$ cat src/rtl/clk_divider_pkg.sv
// Shared constants and sizing helpers for the clk_divider square-wave generators.
// Default frequencies match the 40 MHz fitness-timer board.
package clk_divider_pkg;

    localparam int DEFAULT_CLK_FREQ_HZ = 40_000_000;
    localparam int DEFAULT_F_SLOW_HZ   = 1;
    localparam int DEFAULT_F_500_HZ    = 500;
    localparam int DEFAULT_F_1K_HZ     = 1000;
    localparam int DEFAULT_F_2K_HZ     = 2000;

    // Input cycles per half period; a non-positive frequency yields 0 so the
    // caller's range check can reject it instead of dividing by zero.
    function automatic int half_count(input int clk_hz, input int f_hz);
        if (f_hz <= 0) begin
            return 0;
        end
        return clk_hz / (2 * f_hz);
    endfunction

    // Counter width for values 0..half-1, never narrower than one bit.
    function automatic int cnt_width(input int half);
        if (half <= 2) begin
            return 1;
        end
        return $clog2(half);
    endfunction

endpackage

$ cat src/rtl/clk_div_toggle.sv
// One free-running divide-by-2*HALF square-wave generator with synchronous active-low reset.
// Build option CLKDIV_TICK_EN adds a one-cycle pulse marking each rising edge of clk_out.
module clk_div_toggle
    import clk_divider_pkg::*;
#(
    parameter int HALF = 10
) (
    input  logic clk_in,
    input  logic reset,
    output logic clk_out
`ifdef CLKDIV_TICK_EN
    ,
    output logic tick
`endif
);

    localparam int            W    = cnt_width(HALF);
    localparam logic [W-1:0]  LAST = W'(HALF - 1);

    if (HALF < 1) begin : g_bad_half
        $error("clk_div_toggle: HALF must be at least 1");
    end

    logic [W-1:0] cnt;
    logic         at_last;

    assign at_last = (cnt == LAST);

    always_ff @(posedge clk_in) begin
        if (!reset) begin
            cnt     <= '0;
            clk_out <= 1'b0;
        end else if (at_last) begin
            cnt     <= '0;
            clk_out <= ~clk_out;
        end else begin
            cnt     <= cnt + W'(1);
        end
    end

`ifdef CLKDIV_TICK_EN
    // Registered alongside the 0->1 toggle, so the pulse sits in the first high cycle.
    always_ff @(posedge clk_in) begin
        if (!reset) begin
            tick <= 1'b0;
        end else begin
            tick <= at_last && !clk_out;
        end
    end
`endif

endmodule

$ cat src/rtl/clk_divider.sv
// Four independent 50%-duty square waves (1 Hz, 500 Hz, 1 kHz, 2 kHz) derived from clk_in.
// Define CLKDIV_TICK_EN to add the tick_* rising-edge pulse outputs.
module clk_divider
    import clk_divider_pkg::*;
#(
    parameter int CLK_FREQ_HZ = DEFAULT_CLK_FREQ_HZ,
    parameter int F_SLOW_HZ   = DEFAULT_F_SLOW_HZ,
    parameter int F_500_HZ    = DEFAULT_F_500_HZ,
    parameter int F_1K_HZ     = DEFAULT_F_1K_HZ,
    parameter int F_2K_HZ     = DEFAULT_F_2K_HZ
) (
    input  logic clk_in,
    input  logic reset,
    output logic clk_1Hz,
    output logic clk_500Hz,
    output logic clk_1kHz,
    output logic clk_2kHz
`ifdef CLKDIV_TICK_EN
    ,
    output logic tick_1Hz,
    output logic tick_500Hz,
    output logic tick_1kHz,
    output logic tick_2kHz
`endif
);

    localparam int HALF_1HZ   = half_count(CLK_FREQ_HZ, F_SLOW_HZ);
    localparam int HALF_500HZ = half_count(CLK_FREQ_HZ, F_500_HZ);
    localparam int HALF_1KHZ  = half_count(CLK_FREQ_HZ, F_1K_HZ);
    localparam int HALF_2KHZ  = half_count(CLK_FREQ_HZ, F_2K_HZ);

    if (HALF_1HZ < 1 || HALF_500HZ < 1 || HALF_1KHZ < 1 || HALF_2KHZ < 1) begin : g_bad_freq
        $error("clk_divider: every output frequency must be at most CLK_FREQ_HZ/2");
    end

    clk_div_toggle #(.HALF(HALF_1HZ)) u_div_1hz (
        .clk_in  (clk_in),
        .reset   (reset),
        .clk_out (clk_1Hz)
`ifdef CLKDIV_TICK_EN
        ,
        .tick    (tick_1Hz)
`endif
    );

    clk_div_toggle #(.HALF(HALF_500HZ)) u_div_500hz (
        .clk_in  (clk_in),
        .reset   (reset),
        .clk_out (clk_500Hz)
`ifdef CLKDIV_TICK_EN
        ,
        .tick    (tick_500Hz)
`endif
    );

    clk_div_toggle #(.HALF(HALF_1KHZ)) u_div_1khz (
        .clk_in  (clk_in),
        .reset   (reset),
        .clk_out (clk_1kHz)
`ifdef CLKDIV_TICK_EN
        ,
        .tick    (tick_1kHz)
`endif
    );

    clk_div_toggle #(.HALF(HALF_2KHZ)) u_div_2khz (
        .clk_in  (clk_in),
        .reset   (reset),
        .clk_out (clk_2kHz)
`ifdef CLKDIV_TICK_EN
        ,
        .tick    (tick_2kHz)
`endif
    );

endmodule

$ cat config.mk
export PLATFORM = sky130hd
export DESIGN_NAME = clk_divider
export DESIGN_NICKNAME = d
export VERILOG_FILES = /design/src/rtl/clk_divider_pkg.sv /design/src/rtl/clk_div_toggle.sv /design/src/rtl/clk_divider.sv
export SDC_FILE = /design/constraint.sdc
export NUM_CORES = 1
export LEC_CHECK = 0
export CAP_MARGIN = 0
export CORE_MARGIN = 4
export CORE_UTILIZATION = 30
export CTS_CLUSTER_DIAMETER = 40
export DETAILED_ROUTE_END_ITERATION = 6
export REMOVE_ABC_BUFFERS = 1
export SYNTH_ARGS = -nofsm -noshare
export SYNTH_HDL_FRONTEND = slang
export SYNTH_SLANG_ARGS = --single-unit
export TNS_END_PERCENT = 30
$ cat constraint.sdc
create_clock -name clk_in -period 5.8 [get_ports clk_in]
set_input_delay 0.87 -clock clk_in [delete_from_list [all_inputs] [get_ports clk_in]]
set_output_delay 0.87 -clock clk_in [all_outputs]
set_load 0.01 [all_outputs]
==> impl_metrics.json <==
{
  "grt_pass1_wl_um": 11800,
  "holdPathStages": 1,
  "clock_latency_ps": 330,
  "floorplan.initialDensity_pct": 30.8,
  "first_global_vias": 2626,
  "postCtsSetupBuffers": 0,
  "antenna_found_initial": 0,
  "arrival_ps": 2560,
  "first_pass_iters": 4,
  "reg2reg_from": "u_div_1hz.cnt[22]",
  "syn-cell-area_um2": 3370,
  "min_delay_worst_endpoint": "u_div_2khz.cnt[0]",
  "slew-limit-headroom_pct": 27.3,
  "wl_per_cell_um": 12.5,
  "clk_pin_slew_ps": 50,
  "gp_congestion": 0.764,
  "hpwl_um": 4490,
  "drtAntennaViolNets": 0,
  "grt_most_used_layer": "met2",
  "grt_max_degree": 18,
  "met3_usage_pct": 2.39,
  "routed_wirelength_um": 6610,
  "setup_viol": 0,
  "rows": 38,
  "critPathMaxFanout": 12,
  "area_growth_pct": 12.7,
  "seq_area_frac_synth_pct": 44.0,
  "cts-resized-gates": 0,
  "reg2regPathDepth": 4,
  "cp-start-kind": "input port",
  "finalHoldViolations": 0,
  "synth_compound_area_share_pct": 8.51,
  "port_buffers": 5,
  "clock_skew_ps": 5.92,
  "layout_common_cells": "74 x dfxtp_1, 51 x nor2_1, 27 x xor2_1",
  "cts.hold.buffers_added": 0,
  "die_y_um": 114,
  "vias": 2683,
  "syn_avg_cell_area_um2": 8.79,
  "yosys-top-cells-area": "dfxtp_1 44%, xor2_1 7.0%, nor2_1 5.7%",
  "fin_crit_sh_pct": 39.5,
  "synth_top_family_by_area": "simple AND/OR/NAND/NOR gates",
  "grt_usage_pct": 11.0,
  "status": "finished, final reports clean",
  "met2_usage_pct": 17.2,
  "yosys.area.top_type_share_pct": 44.0,
  "cp-end-kind": "register",
  "p_leak_nw": 1.24,
  "fin_nets": 388,
  "cts_tree": "yes",
  "r2r_end": "u_div_1hz.cnt[9]",
  "synthMuxAreaShare_pct": 0,
  "grt_setup_unrepaired": "false",
  "fin_tns_setup_ps": 0,
  "yosys.area_share.xor_xnor_pct": 11.2,
  "mostFrequentLayoutCell": "dfxtp_1",
  "overflow": 0,
  "place_ws_ps": 3180,
  "htree_levels": 3,
  "numCtsBuffers": 9,
  "synthAdderAreaFrac_pct": 1.49,
  "synth-seq-cells": 74,
  "multi_input_area_um2": 1780,
  "drive_above_1_share_pct": 6.72,
  "via_per_inst": 5.09,
  "drc_errors": 0,
  "core-area_um2": 10900,
  "yosysTopAreaCell": "dfxtp_1",
  "seq_area_um2": 1480,
  "cts.sinks": 74,
  "dr.first_iter.drc_count": 232,
  "synth_ff_type": "dfxtp_1",
  "holdCritPathClass": "register to register",
  "ys_warn_count": 0,
  "die_area_um2": 13000,
  "hold_start": "u_div_2khz.cnt[0]",
  "diodes": 0,
  "fillers": 1132,
  "die_w_um": 114,
  "ios": 6,
  "cap_violations": 0,
  "max_freq_mhz": 437,
  "worstPathRequired_ps": 6070,
  "tightest_slew_ps": 1080,
  "synth.distinct_cells": 42,
  "fin_crit_ps": 2290,
  "rrSetupSlack_ps": 3640,
  "gr-usage-met1_pct": 14.0,
  "synth_simple_gate_area_share_pct": 31.6,
  "drv_slew": 0,
  "syn_inst": 383,
  "ir_drop_uv": 136,
  "placed_area_um2": 3510,
  "clock_path_buffers": 2,
  "setup_slack_ps": 3510,
  "power_density_nw_per_um2": 281,
  "cts-root-buf": "clkbuf_16",
  "synth_edf_count": 0,
  "synthArstFlopShare_pct": 0,
  "final_area_um2": 3800,
  "worstSetupPathType": "input port to register"
}
-- synth_stat cells (all sizes together) (5+ instances only) --
| cell | n |
|---|---|
| or4 | 10 |
| nand3 | 26 |
| and3 | 11 |
| or3 | 12 |
| nor2 | 51 |
| nand2 | 21 |
| nor4b | 7 |
| dfxtp | 74 |
| inv | 8 |
| nand4 | 26 |
| xor2 | 27 |
| xnor2 | 16 |
| a21oi | 19 |
| and4 | 10 |
| nor3 | 5 |
| o21ai | 15 |
| o31ai | 6 |
| clkbuf | 13 |
-- worst max-delay path: stages --
cell and delay (ps):
clkdlybuf4s50_1 730, inv_1 300, or4_1 570, nand3_1 80
-- metrics by stage --
stage                     cells  util [%]  power (mW)  hold slack (ps)
after floorplan             366         -       0.554              413
after global routing        527      34.7        1.11              468
after detailed placement    511      32.1       0.564              433
final                       527      34.7        1.07              440
after CTS                   527      34.7        1.08              446
after global placement      511      32.1       0.563              422
-- metal layers --
| layer | share of wire (%) | vias up |
|---|---|---|
| met5 | 0 | - |
| met4 | 2.2 | 0 |
| met3 | 2.5 | 15 |
| met2 | 45 | 30 |
| met1 | 50 | 1255 |
| li1 | - | 1383 |
-- cells by family after synthesis --
family / Yosys count
fa+ha+maj: 4
buf+inv: 25
xor+xnor: 43
compound gates: 47
simple gates: 190
flops: 74
-- final cells by class --
cell class              count  share of cell area (%)
clock buffers              12                    6.75
well taps                 140                    4.61
flip-flops and latches     74                    39.0
repair buffers              5                    1.32
inverters                   8                   0.791
clock inverters             4                   0.692
multi-input cells         284                    46.8
-- worst max-delay path by stage --
stage / startpoint / endpoint / slack (ps) / depth (start not counted)
finish: reset / u_div_1hz.cnt[22] / 3510 / 4
detailed placement: reset / u_div_1hz.cnt[22] / 3180 / 4
global route: u_div_1hz.cnt[13] / u_div_1hz.cnt[5] / 3350 / 4
CTS: reset / u_div_1hz.cnt[22] / 3500 / 4
global placement: reset / u_div_1hz.cnt[22] / 3200 / 4
floorplan: u_div_1hz.cnt[0] / u_div_1hz.cnt[24] / 3930 / 5
-- report_power, final --
group | total [mW] | internal, mW | switching [mW] | leakage, nW
registers | 0.527 | 0.517 | 0.00954 | 0.599
logic | 0.0260 | 0.00951 | 0.0164 | 0.499
clock network | 0.516 | 0.312 | 0.204 | 0.139
total | 1.07 | 0.839 | 0.230 | 1.24
-- registers in the layout, indices dropped and copies added (netlist names) --
signal               flops
u_div_1hz.cnt           25
u_div_500hz.cnt         16
u_div_1khz.cnt          15
u_div_2khz.cnt          14
u_div_1hz.clk_out        1
u_div_1khz.clk_out       1
u_div_2khz.clk_out       1
u_div_500hz.clk_out      1
No activity file was read; power rests on OpenSTA's default activity.
